$ cat config.mk
export PLATFORM = sky130hd
export DESIGN_NAME = bcd_digit_entry
export DESIGN_NICKNAME = d
export VERILOG_FILES = /design/src/rtl/bcd_entry_pkg.sv /design/src/rtl/bcd_key_decode.sv /design/src/rtl/bcd_digit_entry.sv
export SDC_FILE = /design/constraint.sdc
export NUM_CORES = 1
export LEC_CHECK = 0
export CELL_PAD_IN_SITES_DETAIL_PLACEMENT = 1
export CELL_PAD_IN_SITES_GLOBAL_PLACEMENT = 1
export CORE_ASPECT_RATIO = 0.7
export CORE_MARGIN = 5
export CORE_UTILIZATION = 48
export CTS_CLUSTER_DIAMETER = 60
export DETAILED_ROUTE_END_ITERATION = 10
export DONT_BUFFER_PORTS = 1
export PLACE_DENSITY_LB_ADDON = 0.1
export SYNTH_ARGS = -nofsm -noshare
export SYNTH_HDL_FRONTEND = slang
export SYNTH_SLANG_ARGS = --single-unit
$ cat constraint.sdc
create_clock -name clk -period 3.7 [get_ports clk]
set_input_delay 0.185 -clock clk [delete_from_list [all_inputs] [get_ports clk]]
set_output_delay 0.185 -clock clk [all_outputs]
set_load 0.01 [all_outputs]
$ cat src/rtl/bcd_entry_pkg.sv
// Shared key codes, FSM state encoding and the BCD magnitude helper
// for the keypad digit-entry stage.
package bcd_entry_pkg;

   localparam logic [3:0] KEY_SIGN = 4'hA;
   localparam logic [3:0] KEY_CLR  = 4'hB;
   localparam logic [3:0] KEY_ENT  = 4'hC;
   localparam logic [3:0] KEY_BS   = 4'hD;

   localparam logic [1:0] ST_IDLE  = 2'd0;
   localparam logic [1:0] ST_ENTRY = 2'd1;
   localparam logic [1:0] ST_HOLD  = 2'd2;

   localparam logic [1:0] MAX_DIGITS = 2'd3;

   // Binary value of three BCD digits; 10 bits covers 0..999.
   function automatic logic [9:0] bcd_magnitude(input logic [3:0] d2,
                                                input logic [3:0] d1,
                                                input logic [3:0] d0);
      return ({6'd0, d2} * 10'd100) + ({6'd0, d1} * 10'd10) + {6'd0, d0};
   endfunction

endpackage

$ cat src/rtl/bcd_key_decode.sv
// Combinational keypad decoder: raw 4-bit key code to one-hot class flags.
// Codes E and F raise no flag.
module bcd_key_decode
   import bcd_entry_pkg::*;
(
   input  logic [3:0] i_key_code,
   output logic       o_is_digit,
   output logic       o_is_sign,
   output logic       o_is_clr,
   output logic       o_is_ent,
   output logic       o_is_bs
);

   always_comb begin
      // NOTE: every output gets a default first so no path leaves it unassigned (no latch).
      o_is_digit = 1'b0;
      o_is_sign  = 1'b0;
      o_is_clr   = 1'b0;
      o_is_ent   = 1'b0;
      o_is_bs    = 1'b0;
      if (i_key_code <= 4'd9) begin
         o_is_digit = 1'b1;
      end else begin
         case (i_key_code)
            KEY_SIGN: o_is_sign = 1'b1;
            KEY_CLR:  o_is_clr  = 1'b1;
            KEY_ENT:  o_is_ent  = 1'b1;
            KEY_BS:   o_is_bs   = 1'b1;
            default:  ;
         endcase
      end
   end

endmodule

$ cat src/rtl/bcd_digit_entry.sv
// Keypad entry stage: collects up to three BCD digits and a sign, range-checks
// on ENTER and offers {sign,3'b000,d2,d1,d0} through a valid/ready handshake.
module bcd_digit_entry
   import bcd_entry_pkg::*;
#(
   parameter int unsigned MAX_MAG   = 127,
   parameter bit          ALLOW_NEG = 1'b1
) (
   input  logic        clk,
   input  logic        rst_n,
   input  logic        key_valid,
   input  logic [3:0]  key_code,
   input  logic        bcd_ready,
   output logic [15:0] bcd_out,
   output logic        bcd_valid,
   output logic [1:0]  digit_count,
   output logic        err
);

   localparam logic [9:0] MAX_MAG_W = 10'(MAX_MAG);

   logic [1:0] r_state;
   logic [1:0] w_state_nxt;
   logic [3:0] r_d2, r_d1, r_d0;
   logic [3:0] w_d2_nxt, w_d1_nxt, w_d0_nxt;
   logic       r_sign, w_sign_nxt;
   logic [1:0] r_count, w_count_nxt;
   logic       r_valid, w_valid_nxt;
   logic       r_err, w_err_nxt;

   logic       w_is_digit, w_is_sign, w_is_clr, w_is_ent, w_is_bs;
   logic [9:0] w_mag;
   logic       w_in_range;

   bcd_key_decode u_decode (
      .i_key_code (key_code),
      .o_is_digit (w_is_digit),
      .o_is_sign  (w_is_sign),
      .o_is_clr   (w_is_clr),
      .o_is_ent   (w_is_ent),
      .o_is_bs    (w_is_bs)
   );

   // Range check on the binary value, never on the raw BCD nibbles.
   assign w_mag      = bcd_magnitude(r_d2, r_d1, r_d0);
   assign w_in_range = (w_mag <= MAX_MAG_W);

   always_ff @(posedge clk or negedge rst_n) begin
      // NOTE: non-blocking assignments so every flop samples pre-edge values.
      if (!rst_n) begin
         r_state <= ST_IDLE;
      end else begin
         r_state <= w_state_nxt;
      end
   end

   always_comb begin
      w_state_nxt = r_state;
      case (r_state)
         ST_IDLE: begin
            if (key_valid && w_is_digit) w_state_nxt = ST_ENTRY;
         end
         ST_ENTRY: begin
            if (key_valid) begin
               if (w_is_clr)                            w_state_nxt = ST_IDLE;
               else if (w_is_bs && (r_count == 2'd1))   w_state_nxt = ST_IDLE;
               else if (w_is_ent && w_in_range)         w_state_nxt = ST_HOLD;
            end
         end
         ST_HOLD: begin
            if (bcd_ready) w_state_nxt = ST_IDLE;
         end
         default: w_state_nxt = ST_IDLE;
      endcase
   end

   always_comb begin
      w_d2_nxt    = r_d2;
      w_d1_nxt    = r_d1;
      w_d0_nxt    = r_d0;
      w_sign_nxt  = r_sign;
      w_count_nxt = r_count;
      w_err_nxt   = 1'b0;
      case (r_state)
         ST_IDLE, ST_ENTRY: begin
            if (key_valid) begin
               if (w_is_digit) begin
                  if (r_count == MAX_DIGITS) begin
                     w_err_nxt = 1'b1;
                  end else begin
                     w_d2_nxt    = r_d1;
                     w_d1_nxt    = r_d0;
                     w_d0_nxt    = key_code;
                     w_count_nxt = r_count + 2'd1;
                  end
               end else if (w_is_bs) begin
                  if (r_count != 2'd0) begin
                     w_d2_nxt    = 4'd0;
                     w_d1_nxt    = r_d2;
                     w_d0_nxt    = r_d1;
                     w_count_nxt = r_count - 2'd1;
                  end
               end else if (w_is_sign) begin
                  if (ALLOW_NEG) w_sign_nxt = ~r_sign;
               end else if (w_is_clr) begin
                  w_d2_nxt    = 4'd0;
                  w_d1_nxt    = 4'd0;
                  w_d0_nxt    = 4'd0;
                  w_sign_nxt  = 1'b0;
                  w_count_nxt = 2'd0;
               end else if (w_is_ent && (r_state == ST_ENTRY)) begin
                  // A zero magnitude is always committed as +0.
                  if (!w_in_range)         w_err_nxt  = 1'b1;
                  else if (w_mag == 10'd0) w_sign_nxt = 1'b0;
               end
            end
         end
         ST_HOLD: begin
            if (bcd_ready) begin
               w_d2_nxt    = 4'd0;
               w_d1_nxt    = 4'd0;
               w_d0_nxt    = 4'd0;
               w_sign_nxt  = 1'b0;
               w_count_nxt = 2'd0;
            end
         end
         default: begin
            w_d2_nxt    = 4'd0;
            w_d1_nxt    = 4'd0;
            w_d0_nxt    = 4'd0;
            w_sign_nxt  = 1'b0;
            w_count_nxt = 2'd0;
         end
      endcase
      w_valid_nxt = (w_state_nxt == ST_HOLD);
   end

   always_ff @(posedge clk or negedge rst_n) begin
      if (!rst_n) begin
         r_d2    <= 4'd0;
         r_d1    <= 4'd0;
         r_d0    <= 4'd0;
         r_sign  <= 1'b0;
         r_count <= 2'd0;
         r_valid <= 1'b0;
         r_err   <= 1'b0;
      end else begin
         r_d2    <= w_d2_nxt;
         r_d1    <= w_d1_nxt;
         r_d0    <= w_d0_nxt;
         r_sign  <= w_sign_nxt;
         r_count <= w_count_nxt;
         r_valid <= w_valid_nxt;
         r_err   <= w_err_nxt;
      end
   end

   assign bcd_out     = {r_sign, 3'b000, r_d2, r_d1, r_d0};
   assign bcd_valid   = r_valid;
   assign digit_count = r_count;
   assign err         = r_err;

endmodule

---- Word level (Yosys, flattened, before mapping) ----
Index checks and enable logic that the tools add are counted.
word-level totals
  output and inout port bits .............. 20
  logic and storage cells ................. 112
  register bits after elaboration ......... 19
cells by class
  add/subtract/negate cells ............... 4
  multiplexer cells ....................... 65
  multiply operators ...................... 2
  equal/unequal tests ..................... 20
  bitwise operators ....................... 1
  reductions and logical operators ........ 10
  magnitude comparators ................... 2
operators with widths
  operator                                                                 number
  4-bit two-way mux                                                        18
  2-bit two-way mux                                                        14
  1-bit two-way mux                                                        27
  4-bit one-hot mux with 2 select lines                                    3
  4-bit equality test (second input constant)                              4
  4-bit by 2-bit != test with 1-bit output (second input constant)         3
  10-bit by 4-bit adder with 10-bit output                                 1
  10-bit by 8-bit adder with 10-bit output                                 1
  10-bit by 7-bit <= comparator with 1-bit output (second input constant)  1
  10-bit zero test                                                         1
  4-bit by 5-bit multiplier with 8-bit output (second input constant)      1
  2-bit != test (second input constant)                                    4
  4-bit != test (second input constant)                                    2
  4-bit by 3-bit multiplier with 7-bit output (second input constant)      1
  7-bit AND reduction                                                      1
  2-bit equality test (second input constant)                              3
  2-bit one-hot mux with 3 select lines                                    1
  6-bit AND reduction                                                      1
  2-bit by 1-bit equality test with 1-bit output (second input constant)   2
  4-bit <= comparator (second input constant)                              1
  1-bit logical AND                                                        4
  4-bit by 3-bit != test with 1-bit output (second input constant)         1
  2-bit one-hot mux with 2 select lines                                    1
  3-bit != test (second input constant)                                    1
  other kinds (7)                                                          7

---- Depth between registers and ports, before layout ----
Gate-level depths: netlist of run 1.
  word-level depth ........................ 13
  gate-level depth with buffers ........... 13

---- By module ----
A second synthesis of run 1 with hierarchy kept.
second synthesis, totals
  cell total of the unflattened synthesis .. 190
  area total of the unflattened synthesis .. 1762.9 um^2
modules (own cells, without submodules)
  module           area each (um^2)  seq. area each (um^2)  cells each  instances
  bcd_digit_entry  1710.4            475.5                  185         1
  bcd_key_decode   52.6              0.0                    5           1

---- Worst setup path after synthesis of run 1 ----
OpenSTA, ideal clock, no wires.
  kind .................................... register to register
  start ................................... reg r_d1[1]
  end ..................................... reg r_valid (netlist: bcd_valid)
  setup slack ............................. 322 ps
  path buffers ............................ 0
  data arrival time ....................... 3258 ps
  cell stages (with the launch flop) ...... 13
  required time ........................... 3580 ps
  cell sequence ........................... dfrtp_1 > ha_1 > ha_1 > fa_1 > xor2_1 > ha_1 > ha_1 > a21o_1 > a21o_1 > a211oi_1 > xnor2_1 > o211a_1 > a31o_2
on the way
  word-level cells in the longest chain between the ends .. 11
RTL lines
  element                                          line                    text
  start: declaration                               bcd_digit_entry.sv:24   logic [3:0] r_d2, r_d1, r_d0;
  start signal: assignment                         bcd_digit_entry.sv:149  r_d1 <= w_d1_nxt;
  4-bit by 3-bit multiplier with 7-bit output      bcd_entry_pkg.sv:20     return ({6'd0, d2} * 10'd100) + ({6'd0, d1} * 10'd10) + {6'd0, d0};
  10-bit by 8-bit adder with 10-bit output         bcd_entry_pkg.sv:20
  10-bit by 4-bit adder with 10-bit output         bcd_entry_pkg.sv:20
  10-bit by 7-bit <= comparator with 1-bit output  bcd_digit_entry.sv:46   assign w_in_range = (w_mag <= MAX_MAG_W);
  1-bit logical AND                                bcd_digit_entry.sv:67   else if (w_is_ent && w_in_range) w_state_nxt = ST_HOLD;
  2-bit two-way mux                                bcd_digit_entry.sv:67
  2-bit two-way mux                                bcd_digit_entry.sv:66   else if (w_is_bs && (r_count == 2'd1)) w_state_nxt = ST_IDLE;
  2-bit two-way mux                                bcd_digit_entry.sv:65   if (w_is_clr) w_state_nxt = ST_IDLE;
  2-bit two-way mux                                bcd_digit_entry.sv:64   if (key_valid) begin
  2-bit one-hot mux with 3 select lines            bcd_digit_entry.sv:59   case (r_state)
  2-bit equality test                              bcd_digit_entry.sv:135  w_valid_nxt = (w_state_nxt == ST_HOLD);
  net w_valid_nxt                                  bcd_digit_entry.sv:28   logic r_valid, w_valid_nxt;
  end signal: assignment                           bcd_digit_entry.sv:153  r_valid <= w_valid_nxt;
  end: declaration                                 bcd_digit_entry.sv:28
The timed path passes the listed nets, and every way through them passes these cells.
A chain may end at the register's enable or synchronous reset.

---- Final worst setup path of run 1 ----
Ends and elaborated chain as after synthesis.

==> results of run 1 <==
-- power groups by stage --
stage	Clock, µW	Combinational, µW	Sequential [µW]
2_1_floorplan	0	402	335
3_3_place_gp	0	510	342
3_5_place_dp	0	539	344
4_1_cts	160	548	340
5_1_grt	169	623	349
6_report	156	544	339
-- worst paths after layout --
check / startpoint / end / slack, ps / depth (start not counted)
worst min register to register: digit_count[1] / digit_count[1] / 610 / 2
worst max-delay path: r_d1[1] / bcd_valid / 330 / 12
worst max register to register: r_d1[1] / bcd_valid / 330 / 12
max in group asynchronous: rst_n / r_d0[0] / 2630 / 1
worst min-delay path: key_valid / r_state[0] / 20 / 1
min in group asynchronous: rst_n / r_d2[0] / 500 / 1
-- flip-flops by register name, summed over array words and instances (netlist names) --
register and count:
bcd_valid 1, digit_count 2, err 1, r_d0 4, r_d1 4, r_d2 4
r_sign 1, r_state 2
-- logic make-up (layout without fill, tap and decap cells) --
| logic type | Yosys count | after routing | synth area share, % |
|---|---|---|---|
| compound gates | 49 | 49 | 18.0 |
| xor+xnor | 8 | 8 | 3.93 |
| other cells | 1 | 3 | 0.210 |
| flops | 19 | 19 | 26.7 |
| simple gates | 62 | 62 | 17.3 |
| buf+inv | 29 | 28 | 8.14 |
| mux | 2 | 2 | 1.40 |
| fa+ha+maj | 32 | 32 | 24.4 |
-- through the flow --
step	util [%]	hold slack (ps)	cells	total power, µW	area, µm²
final	52.7	15.1	253	1040	1880
after floorplan	-	-111	204	737	1790
after global routing	52.7	8.77	253	1140	1880
after global placement	51.1	-110	248	853	1820
after CTS	52.7	13.7	253	1050	1880
after detailed placement	51.1	-110	248	883	1820
-- cell type report --
cell class	instances	share of cell area (%)
multi-input cells	156	62.4
flip-flops and latches	19	25.4
inverters	17	3.40
well taps	50	3.34
repair buffers	7	2.94
clock buffers	3	2.20
clock inverters	1	0.400
-- worst max-delay path, delay by kind of cell, from the launching register on --
kind / cells / cell delay [ps]
DFF: 1 / 410
AOI/OAI and AO/OA: 5 / 1080
adders and majority gates: 5 / 1510
xor gates and xnor gates: 2 / 270
-- cell usage after synthesis (all sizes together) (2+ instances only) --
master,instances
ha,26
nand2,25
dfrtp,19
inv,17
o21ai,14
buf,11
a21oi,9
nor2,9
nor3,7
a22oi,6
nand3,6
fa,5
xnor2,5
a21o,4
a31oi,4
a31o,3
nand4,3
xor2,3
a211oi,2
nand2b,2
nor2b,2
nor4,2
or3,2
-- routing by layer --
metal / track usage, % / vias to the layer above / wire, µm
met5: 0 / - / 0
met4: 2.80 / 0 / 15
met3: 4.48 / 2 / 211
met2: 32.8 / 34 / 2020
met1: 26.3 / 702 / 2290
li1: - / 709 / -
-- timing repair --
item                                   4_1_cts  5_1_grt
hold buffers                                 1        0
resized for setup                            0        0
endpoints found under the hold margin       19        0
==> report_table.html, run 1 <==
<table>
<tr><th>Metric</th><th>Value</th></tr>
<tr><th colspan="2">Run status</th></tr>
<tr><td>Status</td><td>finished, final reports clean</td></tr>
<tr><th colspan="2">Synthesis</th></tr>
<tr><td>Fraction of registers with async set/reset</td><td>100%</td></tr>
<tr><td>Largest cells by area after synthesis</td><td>dfrtp_1, ha_1, fa_1</td></tr>
<tr><td>Number of storage elements in the synthesis netlist</td><td>19</td></tr>
<tr><td>Synthesized instance count</td><td>202</td></tr>
<tr><td>Share of the synthesized area in the top cell type</td><td>between 20% and 30%</td></tr>
<tr><td>Cell taking the most area after synthesis</td><td>dfrtp_1</td></tr>
<tr><td>Sequential share of the synthesized area</td><td>26.7%</td></tr>
<tr><td>Post-synth top flop</td><td>dfrtp_1</td></tr>
<tr><td>Area of the mapped netlist</td><td>1780 µm²</td></tr>
<tr><td>Synthesis warning total</td><td>0</td></tr>
<tr><td>Syn_area_per_cell</td><td>roughly 9 µm²</td></tr>
<tr><td>Count of distinct cell types in the synthesized netlist</td><td>46</td></tr>
<tr><td>Number of enable-type register cells in the synthesized netlist</td><td>0</td></tr>
<tr><th colspan="2">Drt</th></tr>
<tr><td>Residual antenna-violating net count after detailed routing</td><td>0</td></tr>
<tr><td>TritonRoute pass-1 iters</td><td>4</td></tr>
<tr><td>Vias per std cell</td><td>5.72</td></tr>
<tr><td>Final routed wirelength across all metal layers</td><td>around 4500 µm</td></tr>
<tr><td>Post-route DRC violation count</td><td>0</td></tr>
<tr><td>Vias after detailed routing</td><td>1447</td></tr>
<tr><td>Routed wire length per instance</td><td>17.9 µm</td></tr>
<tr><td>Starting DRC count in detailed routing</td><td>61</td></tr>
<tr><th colspan="2">Final layout</th></tr>
<tr><td>Footprint of the multi-input gates</td><td>roughly 1200 µm²</td></tr>
<tr><td>Leading cell types in the layout, fill and taps excluded</td><td>ha_1, nand2_1, dfrtp_1</td></tr>
<tr><td>Most frequent standard cell in the layout excluding fill and tap cells</td><td>ha_1</td></tr>
<tr><td>Number of fill cells</td><td>444</td></tr>
<tr><td>Layout cell share with drive strength beyond 1</td><td>between 10% and 20%</td></tr>
<tr><td>Nets@finish</td><td>243</td></tr>
<tr><td>Signed area change from the synthesized netlist to the final layout</td><td>5.19%</td></tr>
<tr><td>Reg area</td><td>around 480 µm²</td></tr>
<tr><td>Number of antenna repair diodes</td><td>0</td></tr>
<tr><th colspan="2">GRT</th></tr>
<tr><td>Antenna violations before repair</td><td>0</td></tr>
<tr><td>Total routing usage reported by global routing</td><td>19.3%</td></tr>
<tr><td>Maximum number of pins on one net before global-route repair</td><td>29</td></tr>
<tr><td>Global-route wire length before repair</td><td>slightly below 8000 µm</td></tr>
<tr><td>Vias in the first global route</td><td>1472</td></tr>
<tr><td>Congestion Overflow GR</td><td>0</td></tr>
<tr><th colspan="2">STA</th></tr>
<tr><td>Worst slew pin tran</td><td>979 ps</td></tr>
<tr><td>Max-slew violation count</td><td>0</td></tr>
<tr><td>Worst setup skew after layout</td><td>between 1 and 1.5 ps</td></tr>
<tr><td>Final-report hold violation count</td><td>0</td></tr>
<tr><td>Final critical path time including I/O delays and setup</td><td>3370 ps</td></tr>
<tr><td>Total of endpoints with negative setup slack in the final report</td><td>0</td></tr>
<tr><td>Crit path setup slack, layout</td><td>327 ps</td></tr>
<tr><td>Headroom to the max-slew limit</td><td>34.7%</td></tr>
<tr><td>Summed negative setup slack over all endpoints</td><td>0 ps</td></tr>
<tr><td>Unrepaired setup endpoints after global routing</td><td>false</td></tr>
<tr><td>Final worst path period share</td><td>91.2%</td></tr>
<tr><td>Maximum clock frequency</td><td>0.296 GHz</td></tr>
<tr><th colspan="2">Power</th></tr>
<tr><td>Switching power</td><td>about 470 µW</td></tr>
<tr><td>Switching part of the total power</td><td>45.6%</td></tr>
<tr><td>Max IR drop VDD</td><td>0.254 mV</td></tr>
<tr><td>Sequential power share</td><td>between 30% and 40%</td></tr>
<tr><td>Internal power</td><td>565 µW</td></tr>
<tr><td>Pwr dens</td><td>554 nW/µm²</td></tr>
<tr><td>Leak pwr</td><td>0.000922 µW</td></tr>
<tr><td>Proportion of power drawn by the clock network</td><td>around 15%</td></tr>
<tr><td>Combinational group share of total power</td><td>~52%</td></tr>
<tr><th colspan="2">CTS</th></tr>
<tr><td>CTS tree</td><td>done</td></tr>
<tr><td>Clock insertion delay at the later pin of the skew report</td><td>about 260 ps</td></tr>
<tr><td>Number of sinks driven by the clock tree</td><td>19</td></tr>
<tr><td>Total CTS buffers</td><td>3</td></tr>
<tr><td>Master cell of the clock root buffer</td><td>clkbuf_8</td></tr>
<tr><td>Setup bufs post-CTS</td><td>0</td></tr>
<tr><td>Maximum clock path buffer count</td><td>2</td></tr>
<tr><td>H-tree levels</td><td>1</td></tr>
<tr><td>CTS clk-pin slew, worst paths</td><td>80 ps</td></tr>
<tr><th colspan="2">Placed design</th></tr>
<tr><td>Pre-CTS WS</td><td>317 ps</td></tr>
<tr><td>Post-DP HPWL</td><td>3610 µm</td></tr>
<tr><td>Count of port buffers added during placement</td><td>0</td></tr>
<tr><td>Routability Congestion</td><td>between 0.9 and 1</td></tr>
<tr><th colspan="2">Floorplanning</th></tr>
<tr><td>Die outline height</td><td>61.0 µm</td></tr>
<tr><td>Die width</td><td>82.8 µm</td></tr>
<tr><td>Number of cell rows</td><td>18</td></tr>
<tr><td>Starting utilization of the core area</td><td>50.1%</td></tr>
<tr><td>Floorplan die area</td><td>5050 µm²</td></tr>
<tr><td>Core box area</td><td>3560 µm²</td></tr>
<tr><td>I/O pins</td><td>28</td></tr>
<tr><th colspan="2">Critical path</th></tr>
<tr><td>Critical path peak fanout</td><td>5</td></tr>
<tr><td>Slowest stage cell on the critical path</td><td>dfrtp_1</td></tr>
<tr><td>Type of the worst setup path</td><td>register to register</td></tr>
<tr><td>Endpoint type of the worst setup path</td><td>register</td></tr>
<tr><td>Required time worst endpoint</td><td>approximately 3900 ps</td></tr>
<tr><td>Cell type with the highest occurrence count on the critical path</td><td>ha_1</td></tr>
<tr><td>Cell breakdown of the critical path</td><td>ha_1, ha_1, fa_1, xor2_1, ha_1, ha_1, a21o_1, a21o_1, a211oi_1, xnor2_1, o211a_1, a31o_2</td></tr>
<tr><td>Arr. time, crit path</td><td>3530 ps</td></tr>
<tr><td>Crit path launch type</td><td>register</td></tr>
<tr><td>Largest incremental delay on the critical path</td><td>410 ps</td></tr>
<tr><th colspan="2">Min path</th></tr>
<tr><td>Worst min-delay path category</td><td>input pin to register</td></tr>
<tr><th colspan="2">Flow run</th></tr>
<tr><td>Number of maximum-capacitance violations</td><td>0</td></tr>
</table>
Power figures use the tool's default switching activity.
==> inputs of run 2 (changes only) <==
--- a/config.mk
+++ b/config.mk
@@ -5,11 +5,12 @@
 export SDC_FILE = /design/constraint.sdc
 export NUM_CORES = 1
 export LEC_CHECK = 0
+export ABC_AREA = 1
 export CELL_PAD_IN_SITES_DETAIL_PLACEMENT = 1
 export CELL_PAD_IN_SITES_GLOBAL_PLACEMENT = 1
 export CORE_ASPECT_RATIO = 0.7
 export CORE_MARGIN = 5
-export CORE_UTILIZATION = 48
+export CORE_UTILIZATION = 46
 export CTS_CLUSTER_DIAMETER = 60
 export DETAILED_ROUTE_END_ITERATION = 10
 export DONT_BUFFER_PORTS = 1
==> run 2 against run 1 <==
Hold slack gained 65 ps. Sequential share of layout area shrank 2.0 points. Critical path depth grew 5. Sequential cell count is the same. Critical path type unchanged.
==> report_table.html, run 2 <==
<table>
<tr><th>Metric</th><th>Value</th></tr>
<tr><th colspan="2">Synthesis</th></tr>
<tr><td>Top-count cell post-synth</td><td>nand2_1 (was ha_1)</td></tr>
<tr><td>Fraction of registers with async set/reset</td><td>100% (unchanged)</td></tr>
<tr><td>Synthesized instance count</td><td>263 (was 202)</td></tr>
<tr><td>Count of distinct cell types in the synthesized netlist</td><td>33 (was 46)</td></tr>
<tr><td>Number of enable-type register cells in the synthesized netlist</td><td>0 (unchanged)</td></tr>
<tr><td>Number of storage elements in the synthesis netlist</td><td>19 (unchanged)</td></tr>
<tr><td>Synthesis warning total</td><td>0 (unchanged)</td></tr>
<tr><td>Share of the synthesized area in the top cell type</td><td>24.4% (was 26.7%)</td></tr>
<tr><td>Sequential share of the synthesized area</td><td>24.4% (was 26.7%)</td></tr>
<tr><td>Largest cells by area after synthesis</td><td>dfrtp_1, ha_1, nand2_1 (was dfrtp_1, ha_1, fa_1)</td></tr>
<tr><td>Most common library cells after synthesis</td><td>nand2_1, inv_1, ha_1 (was ha_1, nand2_1, dfrtp_1)</td></tr>
<tr><td>Post-synth top flop</td><td>dfrtp_1 (unchanged)</td></tr>
<tr><td>Cell taking the most area after synthesis</td><td>dfrtp_1 (unchanged)</td></tr>
<tr><td>Syn_area_per_cell</td><td>7.40 µm² (was 8.83 µm²)</td></tr>
<tr><td>Area of the mapped netlist</td><td>1950 µm² (was 1780 µm²)</td></tr>
<tr><th colspan="2">Power</th></tr>
<tr><td>Max IR drop VDD</td><td>0.462 mV (was 0.254 mV)</td></tr>
<tr><td>PnR Total Power</td><td>1530 µW (was 1040 µW)</td></tr>
<tr><td>Leak pwr</td><td>0.00111 µW (was 0.000922 µW)</td></tr>
<tr><td>Pwr dens</td><td>749 nW/µm² (was 554 nW/µm²)</td></tr>
<tr><th colspan="2">GRT</th></tr>
<tr><td>Vias in the first global route</td><td>1822 (was 1472)</td></tr>
<tr><td>Antenna violations before repair</td><td>0 (unchanged)</td></tr>
<tr><td>Total routing usage reported by global routing</td><td>20.0% (was 19.3%)</td></tr>
<tr><td>Global-route wire length before repair</td><td>8910 µm (was 7710 µm)</td></tr>
<tr><td>Congestion Overflow GR</td><td>0 (unchanged)</td></tr>
<tr><td>Maximum number of pins on one net before global-route repair</td><td>29 (unchanged)</td></tr>
<tr><th colspan="2">Final layout</th></tr>
<tr><td>Most frequent standard cell in the layout excluding fill and tap cells</td><td>nand2_1 (was ha_1)</td></tr>
<tr><td>Post-route cell area</td><td>2040 µm² (was 1880 µm²)</td></tr>
<tr><td>Layout cell share with drive strength beyond 1</td><td>9.02% (was 10.8%)</td></tr>
<tr><td>Largest regs</td><td>r_d0 (4), r_d1 (4), r_d2 (4) (unchanged)</td></tr>
<tr><td>Signed area change from the synthesized netlist to the final layout</td><td>4.69% (was 5.19%)</td></tr>
<tr><td>Nets@finish</td><td>306 (was 243)</td></tr>
<tr><td>Number of antenna repair diodes</td><td>0 (unchanged)</td></tr>
<tr><td>Leading cell types in the layout, fill and taps excluded</td><td>nand2_1, inv_1, ha_1 (was ha_1, nand2_1, dfrtp_1)</td></tr>
<tr><th colspan="2">STA</th></tr>
<tr><td>Final-report hold violation count</td><td>0 (unchanged)</td></tr>
<tr><td>Final critical path time including I/O delays and setup</td><td>3340 ps (was 3370 ps)</td></tr>
<tr><td>Crit path setup slack, layout</td><td>361 ps (was 327 ps)</td></tr>
<tr><td>Unrepaired setup endpoints after global routing</td><td>false (unchanged)</td></tr>
<tr><td>Worst setup skew after layout</td><td>3.71 ps (was 1.41 ps)</td></tr>
<tr><td>Summed negative setup slack over all endpoints</td><td>0 ps (unchanged)</td></tr>
<tr><td>Maximum clock frequency</td><td>0.299 GHz (was 0.296 GHz)</td></tr>
<tr><td>Final worst path period share</td><td>90.3% (was 91.2%)</td></tr>
<tr><td>Max-slew violation count</td><td>0 (unchanged)</td></tr>
<tr><td>Worst slew pin tran</td><td>918 ps (was 979 ps)</td></tr>
<tr><td>Headroom to the max-slew limit</td><td>38.6% (was 34.7%)</td></tr>
<tr><td>Hold Slack</td><td>79.7 ps (was 15.1 ps)</td></tr>
<tr><td>Total of endpoints with negative setup slack in the final report</td><td>0 (unchanged)</td></tr>
<tr><th colspan="2">CTS</th></tr>
<tr><td>Clock insertion delay at the later pin of the skew report</td><td>260 ps (about the same)</td></tr>
<tr><td>CTS tree</td><td>done (unchanged)</td></tr>
<tr><td>Maximum clock path buffer count</td><td>2 (unchanged)</td></tr>
<tr><td>Total CTS buffers</td><td>3 (unchanged)</td></tr>
<tr><td>Master cell of the clock root buffer</td><td>clkbuf_8 (unchanged)</td></tr>
<tr><td>H-tree levels</td><td>1 (unchanged)</td></tr>
<tr><td>Number of sinks driven by the clock tree</td><td>19 (unchanged)</td></tr>
<tr><td>CTS clk-pin slew, worst paths</td><td>80 ps (about the same)</td></tr>
<tr><td>Setup bufs post-CTS</td><td>0 (unchanged)</td></tr>
<tr><td>Hold-fix buffer count after cts</td><td>1 (unchanged)</td></tr>
<tr><td>Resized Gates After CTS</td><td>0 (unchanged)</td></tr>
<tr><th colspan="2">Drt</th></tr>
<tr><td>Starting DRC count in detailed routing</td><td>70 (was 61)</td></tr>
<tr><td>Final routed wirelength across all metal layers</td><td>5250 µm (was 4540 µm)</td></tr>
<tr><td>Vias per std cell</td><td>5.33 (was 5.72)</td></tr>
<tr><td>Routed wire length per instance</td><td>16.5 µm (was 17.9 µm)</td></tr>
<tr><td>TritonRoute pass-1 iters</td><td>4 (unchanged)</td></tr>
<tr><td>Post-route DRC violation count</td><td>0 (unchanged)</td></tr>
<tr><td>Vias after detailed routing</td><td>1695 (was 1447)</td></tr>
<tr><td>Residual antenna-violating net count after detailed routing</td><td>0 (unchanged)</td></tr>
<tr><th colspan="2">Placed design</th></tr>
<tr><td>Post-DP HPWL</td><td>4440 µm (was 3610 µm)</td></tr>
<tr><td>Pre-CTS WS</td><td>381 ps (was 317 ps)</td></tr>
<tr><td>Routability Congestion</td><td>0.806 (was 0.922)</td></tr>
<tr><td>Count of port buffers added during placement</td><td>0 (unchanged)</td></tr>
<tr><td>DP Area</td><td>1980 µm² (was 1820 µm²)</td></tr>
<tr><th colspan="2">Floorplanning</th></tr>
<tr><td>Floorplan die area</td><td>5650 µm² (was 5050 µm²)</td></tr>
<tr><td>Starting utilization of the core area</td><td>48.7% (was 50.1%)</td></tr>
<tr><td>Core box area</td><td>3990 µm² (was 3560 µm²)</td></tr>
<tr><td>Die width</td><td>87.7 µm (was 82.8 µm)</td></tr>
<tr><td>Number of cell rows</td><td>19 (was 18)</td></tr>
<tr><td>Die outline height</td><td>64.4 µm (was 61.0 µm)</td></tr>
<tr><td>I/O pins</td><td>28 (unchanged)</td></tr>
<tr><th colspan="2">Run status</th></tr>
<tr><td>Status</td><td>finished, final reports clean (unchanged)</td></tr>
<tr><th colspan="2">Critical path</th></tr>
<tr><td>Crit path launch type</td><td>register (unchanged)</td></tr>
<tr><td>Critical path peak fanout</td><td>5 (unchanged)</td></tr>
<tr><td>Type of the worst setup path</td><td>register to register (unchanged)</td></tr>
<tr><td>Required time worst endpoint</td><td>3900 ps (was 3860 ps)</td></tr>
<tr><td>Arr. time, crit path</td><td>3540 ps (was 3530 ps)</td></tr>
<tr><td>Endpoint type of the worst setup path</td><td>register (unchanged)</td></tr>
<tr><th colspan="2">Min path</th></tr>
<tr><td>Worst min-delay path category</td><td>input pin to register (unchanged)</td></tr>
<tr><th colspan="2">Flow run</th></tr>
<tr><td>Number of maximum-capacitance violations</td><td>0 (unchanged)</td></tr>
</table>
run 2: cell count changes in the layout (fill, tap and decap cells not counted), moves of 10 or more:
cell and delta:
inv_1 +30, nand2_1 +35, nor2_1 +10, o21ai_0 -10, o21ai_1 +10
run 2: kinds of logic after synthesis:
group / count (synthesis) / share of synthesized area, %
buffers and inverters: 58 / 13.1
AND/OR/NAND/NOR: 110 / 25.6
flip-flops: 19 / 24.4
other: 1 / 0.193
XOR/XNOR: 5 / 2.25
AO/OA/AOI/OAI: 39 / 12.6
adder cells (fa/ha/maj): 31 / 21.9
run 2: path summary, 6_finish.rpt:
path	endpoint	depth (start not counted)	start	slack (ps)
worst max-delay path	bcd_valid	17	r_d2[0]	360
worst min-delay path	r_d0[3]	2	key_code[3]	80
worst max register to register	bcd_valid	17	r_d2[0]	360
worst min register to register	r_sign	2	r_sign	570
max in group asynchronous	digit_count[1]	1	rst_n	2640
min in group asynchronous	r_d1[2]	1	rst_n	500
run 2: cell type report:
| cell class | instances | area [µm²] |
|---|---|---|
| Clock buffer | 3 | 41.3 |
| Clock inverter | 1 | 5.00 |
| Fill cell | 522 | 1960 |
| Inverter | 51 | 194 |
| Multi-Input combinational cell | 188 | 1220 |
| Sequential cell | 19 | 475 |
| Tap cell | 52 | 65.1 |
| Timing Repair Buffer | 4 | 32.5 |
run 2: worst max-delay path: stages (launching register included):
cell	delay [ps]
dfrtp_1	510
ha_1	340
ha_1	190
inv_1	70
fa_1	480
inv_1	50
ha_1	290
ha_1	360
nand2_1	130
nor2_1	50
nand2_1	110
nand3_1	90
nand2_1	70
nand2_1	60
inv_1	90
nand4_1	130
nor2_1	150
o21a_1	130
run 2: where the power goes:
| group | internal, µW | switching, µW |
|---|---|---|
| clock network | 75.0 | 74.1 |
| logic | 377 | 614 |
| registers | 273 | 112 |
run 2: stage by stage:
step,instances,utilization (%)
finish,318,51.0
global route,318,51.0
CTS,318,51.0
detailed placement,313,49.6
global placement,313,49.6
floorplan,265,-
run 2: layer usage:
metal	part of all wire, %	vias to the layer above	GRT usage [%]
met4	0.61	0	1.92
met3	5.6	5	4.56
met5	0	-	0
met2	43	43	31.6
li1	-	851	-
met1	51	796	29.1
==> inputs of run 3 (changes only) <==
--- a/config.mk
+++ b/config.mk
@@ -14,7 +14,7 @@
 export CTS_CLUSTER_DIAMETER = 60
 export DETAILED_ROUTE_END_ITERATION = 10
 export DONT_BUFFER_PORTS = 1
-export PLACE_DENSITY_LB_ADDON = 0.1
+export PLACE_DENSITY_LB_ADDON = 0.12
 export SYNTH_ARGS = -nofsm -noshare
 export SYNTH_HDL_FRONTEND = slang
 export SYNTH_SLANG_ARGS = --single-unit
==> run 3 against run 2 <==
Global-route usage shrank 0.22 points. Sequential power is essentially flat. First-iteration DRC count grew 16%. Fmax grew 0.19%. Worst setup slack gained 6.5 ps. Register-to-register slack is essentially flat. Hold slack gained 8.5 ps. Largest cell class unchanged. Power shrank 0.24%. Sequential cell count is the same. Largest power group unchanged. Clock skew grew 0.65 ps. Design area is essentially flat. Clock power is essentially flat.
==> report_table.html, run 3 (synthesis gave the netlist of run 2 again) <==
<table>
<tr><th>Metric</th><th>Value</th></tr>
<tr><th colspan="2">Run status</th></tr>
<tr><td>Status</td><td>finished, final reports clean (unchanged)</td></tr>
<tr><th colspan="2">STA</th></tr>
<tr><td>Hold Slack</td><td>88.2 ps (was 79.7 ps)</td></tr>
<tr><td>Final critical path time including I/O delays and setup</td><td>3330 ps (was 3340 ps)</td></tr>
<tr><td>Worst setup skew after layout</td><td>4.36 ps (was 3.71 ps)</td></tr>
<tr><td>Total of endpoints with negative setup slack in the final report</td><td>0 (unchanged)</td></tr>
<tr><td>Maximum clock frequency</td><td>0.300 GHz (was 0.299 GHz)</td></tr>
<tr><td>Final worst path period share</td><td>90.1% (was 90.3%)</td></tr>
<tr><td>Headroom to the max-slew limit</td><td>38.0% (was 38.6%)</td></tr>
<tr><td>Final-report hold violation count</td><td>0 (unchanged)</td></tr>
<tr><td>Summed negative setup slack over all endpoints</td><td>0 ps (unchanged)</td></tr>
<tr><td>Max-slew violation count</td><td>0 (unchanged)</td></tr>
<tr><td>Worst slew pin tran</td><td>928 ps (was 918 ps)</td></tr>
<tr><td>Unrepaired setup endpoints after global routing</td><td>false (unchanged)</td></tr>
<tr><th colspan="2">Flow run</th></tr>
<tr><td>Number of maximum-capacitance violations</td><td>0 (unchanged)</td></tr>
<tr><th colspan="2">Placed design</th></tr>
<tr><td>Post-DP HPWL</td><td>4300 µm (was 4440 µm)</td></tr>
<tr><td>Routability Congestion</td><td>0.783 (was 0.806)</td></tr>
<tr><td>Count of port buffers added during placement</td><td>0 (unchanged)</td></tr>
<tr><td>Post-placement cell count</td><td>313 (unchanged)</td></tr>
<tr><th colspan="2">Drt</th></tr>
<tr><td>Routed wire length per instance</td><td>16.0 µm (was 16.5 µm)</td></tr>
<tr><td>Residual antenna-violating net count after detailed routing</td><td>0 (unchanged)</td></tr>
<tr><td>Starting DRC count in detailed routing</td><td>81 (was 70)</td></tr>
<tr><td>Final routed wirelength across all metal layers</td><td>5090 µm (was 5250 µm)</td></tr>
<tr><td>Post-route DRC violation count</td><td>0 (unchanged)</td></tr>
<tr><td>TritonRoute pass-1 iters</td><td>4 (unchanged)</td></tr>
<tr><td>Vias after detailed routing</td><td>1667 (was 1695)</td></tr>
<tr><td>Vias per std cell</td><td>5.24 (was 5.33)</td></tr>
<tr><th colspan="2">Final layout</th></tr>
<tr><td>Nets@finish</td><td>306 (unchanged)</td></tr>
<tr><td>Utilization after layout</td><td>51.0% (about the same)</td></tr>
<tr><td>Largest regs</td><td>r_d0 (4), r_d1 (4), r_d2 (4) (unchanged)</td></tr>
<tr><td>Leading cell types in the layout, fill and taps excluded</td><td>nand2_1, inv_1, ha_1 (unchanged)</td></tr>
<tr><td>Post-Layout Cell Count</td><td>318 (unchanged)</td></tr>
<tr><td>Layout cell share with drive strength beyond 1</td><td>8.65% (was 9.02%)</td></tr>
<tr><td>Signed area change from the synthesized netlist to the final layout</td><td>4.63% (was 4.69%)</td></tr>
<tr><td>Most frequent standard cell in the layout excluding fill and tap cells</td><td>nand2_1 (unchanged)</td></tr>
<tr><td>Number of antenna repair diodes</td><td>0 (unchanged)</td></tr>
<tr><th colspan="2">Critical path</th></tr>
<tr><td>Buffer and inverter count on the worst path</td><td>3 (unchanged)</td></tr>
<tr><td>Slowest stage cell on the critical path</td><td>dfrtp_1 (unchanged)</td></tr>
<tr><td>Largest incremental delay on the critical path</td><td>500 ps (was 510 ps)</td></tr>
<tr><td>Endpoint type of the worst setup path</td><td>register (unchanged)</td></tr>
<tr><td>Cell breakdown of the critical path</td><td>ha_1, ha_1, inv_1, fa_1, inv_1, ha_1, ha_1, nand2_1, nor2_1, nand2_1, nand3_1, nand2_1, nand2_1, inv_1, nand4_1, nor2_1, o21a_1 (unchanged)</td></tr>
<tr><td>Worst R2R End</td><td>bcd_valid (unchanged)</td></tr>
<tr><td>Worst r2r src</td><td>r_d2[0] (unchanged)</td></tr>
<tr><td>Critical path peak fanout</td><td>5 (unchanged)</td></tr>
<tr><td>Type of the worst setup path</td><td>register to register (unchanged)</td></tr>
<tr><td>Family of cells with the greatest summed delay on the critical path</td><td>adder cells (unchanged)</td></tr>
<tr><td>Arr. time, crit path</td><td>3490 ps (was 3540 ps)</td></tr>
<tr><td>Required time worst endpoint</td><td>3860 ps (was 3900 ps)</td></tr>
<tr><td>Crit path launch type</td><td>register (unchanged)</td></tr>
<tr><td>Reg2reg setup slack</td><td>370 ps (was 360 ps)</td></tr>
<tr><td>Number of cells on the worst reg-to-reg path</td><td>17 (unchanged)</td></tr>
<tr><th colspan="2">GRT</th></tr>
<tr><td>Global-route wire length before repair</td><td>8850 µm (was 8910 µm)</td></tr>
<tr><td>Congestion Overflow GR</td><td>0 (unchanged)</td></tr>
<tr><td>Total routing usage reported by global routing</td><td>19.8% (was 20.0%)</td></tr>
<tr><td>Vias in the first global route</td><td>1815 (was 1822)</td></tr>
<tr><td>Maximum number of pins on one net before global-route repair</td><td>29 (unchanged)</td></tr>
<tr><td>Antenna violations before repair</td><td>0 (unchanged)</td></tr>
<tr><th colspan="2">CTS</th></tr>
<tr><td>Setup bufs post-CTS</td><td>0 (unchanged)</td></tr>
<tr><td>Resized Gates After CTS</td><td>0 (unchanged)</td></tr>
<tr><td>Total CTS buffers</td><td>3 (unchanged)</td></tr>
<tr><td>Maximum clock path buffer count</td><td>2 (unchanged)</td></tr>
<tr><td>Number of sinks driven by the clock tree</td><td>19 (unchanged)</td></tr>
<tr><td>Master cell of the clock root buffer</td><td>clkbuf_8 (unchanged)</td></tr>
<tr><td>CTS clk-pin slew, worst paths</td><td>70 ps (was 80 ps)</td></tr>
<tr><td>CTS tree</td><td>done (unchanged)</td></tr>
<tr><td>Clock insertion delay at the later pin of the skew report</td><td>260 ps (about the same)</td></tr>
<tr><td>H-tree levels</td><td>1 (unchanged)</td></tr>
<tr><th colspan="2">Power</th></tr>
<tr><td>Max IR drop VDD</td><td>0.390 mV (was 0.462 mV)</td></tr>
<tr><td>PnR Total Power</td><td>1520 µW (was 1530 µW)</td></tr>
<tr><td>Leak pwr</td><td>0.00110 µW (was 0.00111 µW)</td></tr>
<tr><td>Pwr dens</td><td>748 nW/µm² (was 749 nW/µm²)</td></tr>
<tr><th colspan="2">Floorplanning</th></tr>
<tr><td>Core box area</td><td>3990 µm² (unchanged)</td></tr>
<tr><td>I/O pins</td><td>28 (unchanged)</td></tr>
<tr><td>Die outline height</td><td>64.4 µm (unchanged)</td></tr>
<tr><td>Die width</td><td>87.7 µm (unchanged)</td></tr>
<tr><td>Floorplan die area</td><td>5650 µm² (unchanged)</td></tr>
<tr><td>Number of cell rows</td><td>19 (unchanged)</td></tr>
<tr><td>Starting utilization of the core area</td><td>48.7% (unchanged)</td></tr>
<tr><th colspan="2">Min path</th></tr>
<tr><td>Capture endpoint of the worst hold path</td><td>r_d0[3] (unchanged)</td></tr>
<tr><td>Beginning of the worst hold path</td><td>key_code[3] (unchanged)</td></tr>
<tr><td>Cell depth of the worst hold path</td><td>2 (unchanged)</td></tr>
<tr><td>Worst min-delay path category</td><td>input pin to register (unchanged)</td></tr>
</table>
## run 3: cell types whose count changed in the layout (fill, tap and decap cells not counted)
| cell | previous run | this run |
|---|---|---|
| clkbuf_1 | 0 | 1 |
| clkinv_2 | 1 | 0 |
## run 3: area by class of cell
class,count,area (µm²)
multi-input combinational,188,1220
sequential,19,475
inverter,51,194
clock buffer,4,45.0
tap,52,65.1
fill,525,1960
timing repair buffer,4,32.5
## run 3: worst max-delay path by stage
stage	from	to	slack, ps	depth (start not counted)
6_report	r_d2[0]	bcd_valid	370	17
5_1_grt	r_d2[0]	bcd_valid	90	17
4_1_cts	r_d2[0]	r_state[0]	350	19
3_5_place_dp	r_d2[0]	r_state[0]	370	19
3_3_place_gp	r_d2[0]	r_state[1]	450	17
2_1_floorplan	r_d1[1]	r_sign	720	18
## run 3: metrics by stage
step,worst slack (ps),cell area [µm²]
3_5_place_dp,369,1980
6_report,367,2040
5_1_grt,86.4,2040
2_1_floorplan,723,1950
4_1_cts,350,2040
3_3_place_gp,453,1980
## run 3: power by group
part	internal (µW)	switching, µW	leakage [µW]	total, µW
Sequential	273	114	0.000247	387
Combinational	381	605	0.000834	985
Clock	76.8	73.0	0.0000228	150
Total	731	792	0.00110	1520
## run 3: timing repair
action,CTS,global route
hold buffers,1,0
endpoints found under the hold margin,19,0
setup endpoints to repair,0,0
## run 3: worst reg2reg max path, stage by stage, from the launching register on
cell     delay, ps
dfrtp_1        500
ha_1           350
ha_1           190
inv_1           70
fa_1           470
inv_1           50
ha_1           290
ha_1           360
nand2_1        120
nor2_1         110
nand2_1        110
nand3_1         90
nand2_1         50
nand2_1         50
inv_1           60
nand4_1        120
nor2_1          70
o21a_1         170
## run 3: layer usage
| layer | GRT usage [%] | wire length [µm] |
|---|---|---|
| met5 | 0 | 0 |
| met4 | 3.07 | 34 |
| met3 | 5.19 | 221 |
| met2 | 28.6 | 2150 |
| met1 | 30.1 | 2680 |
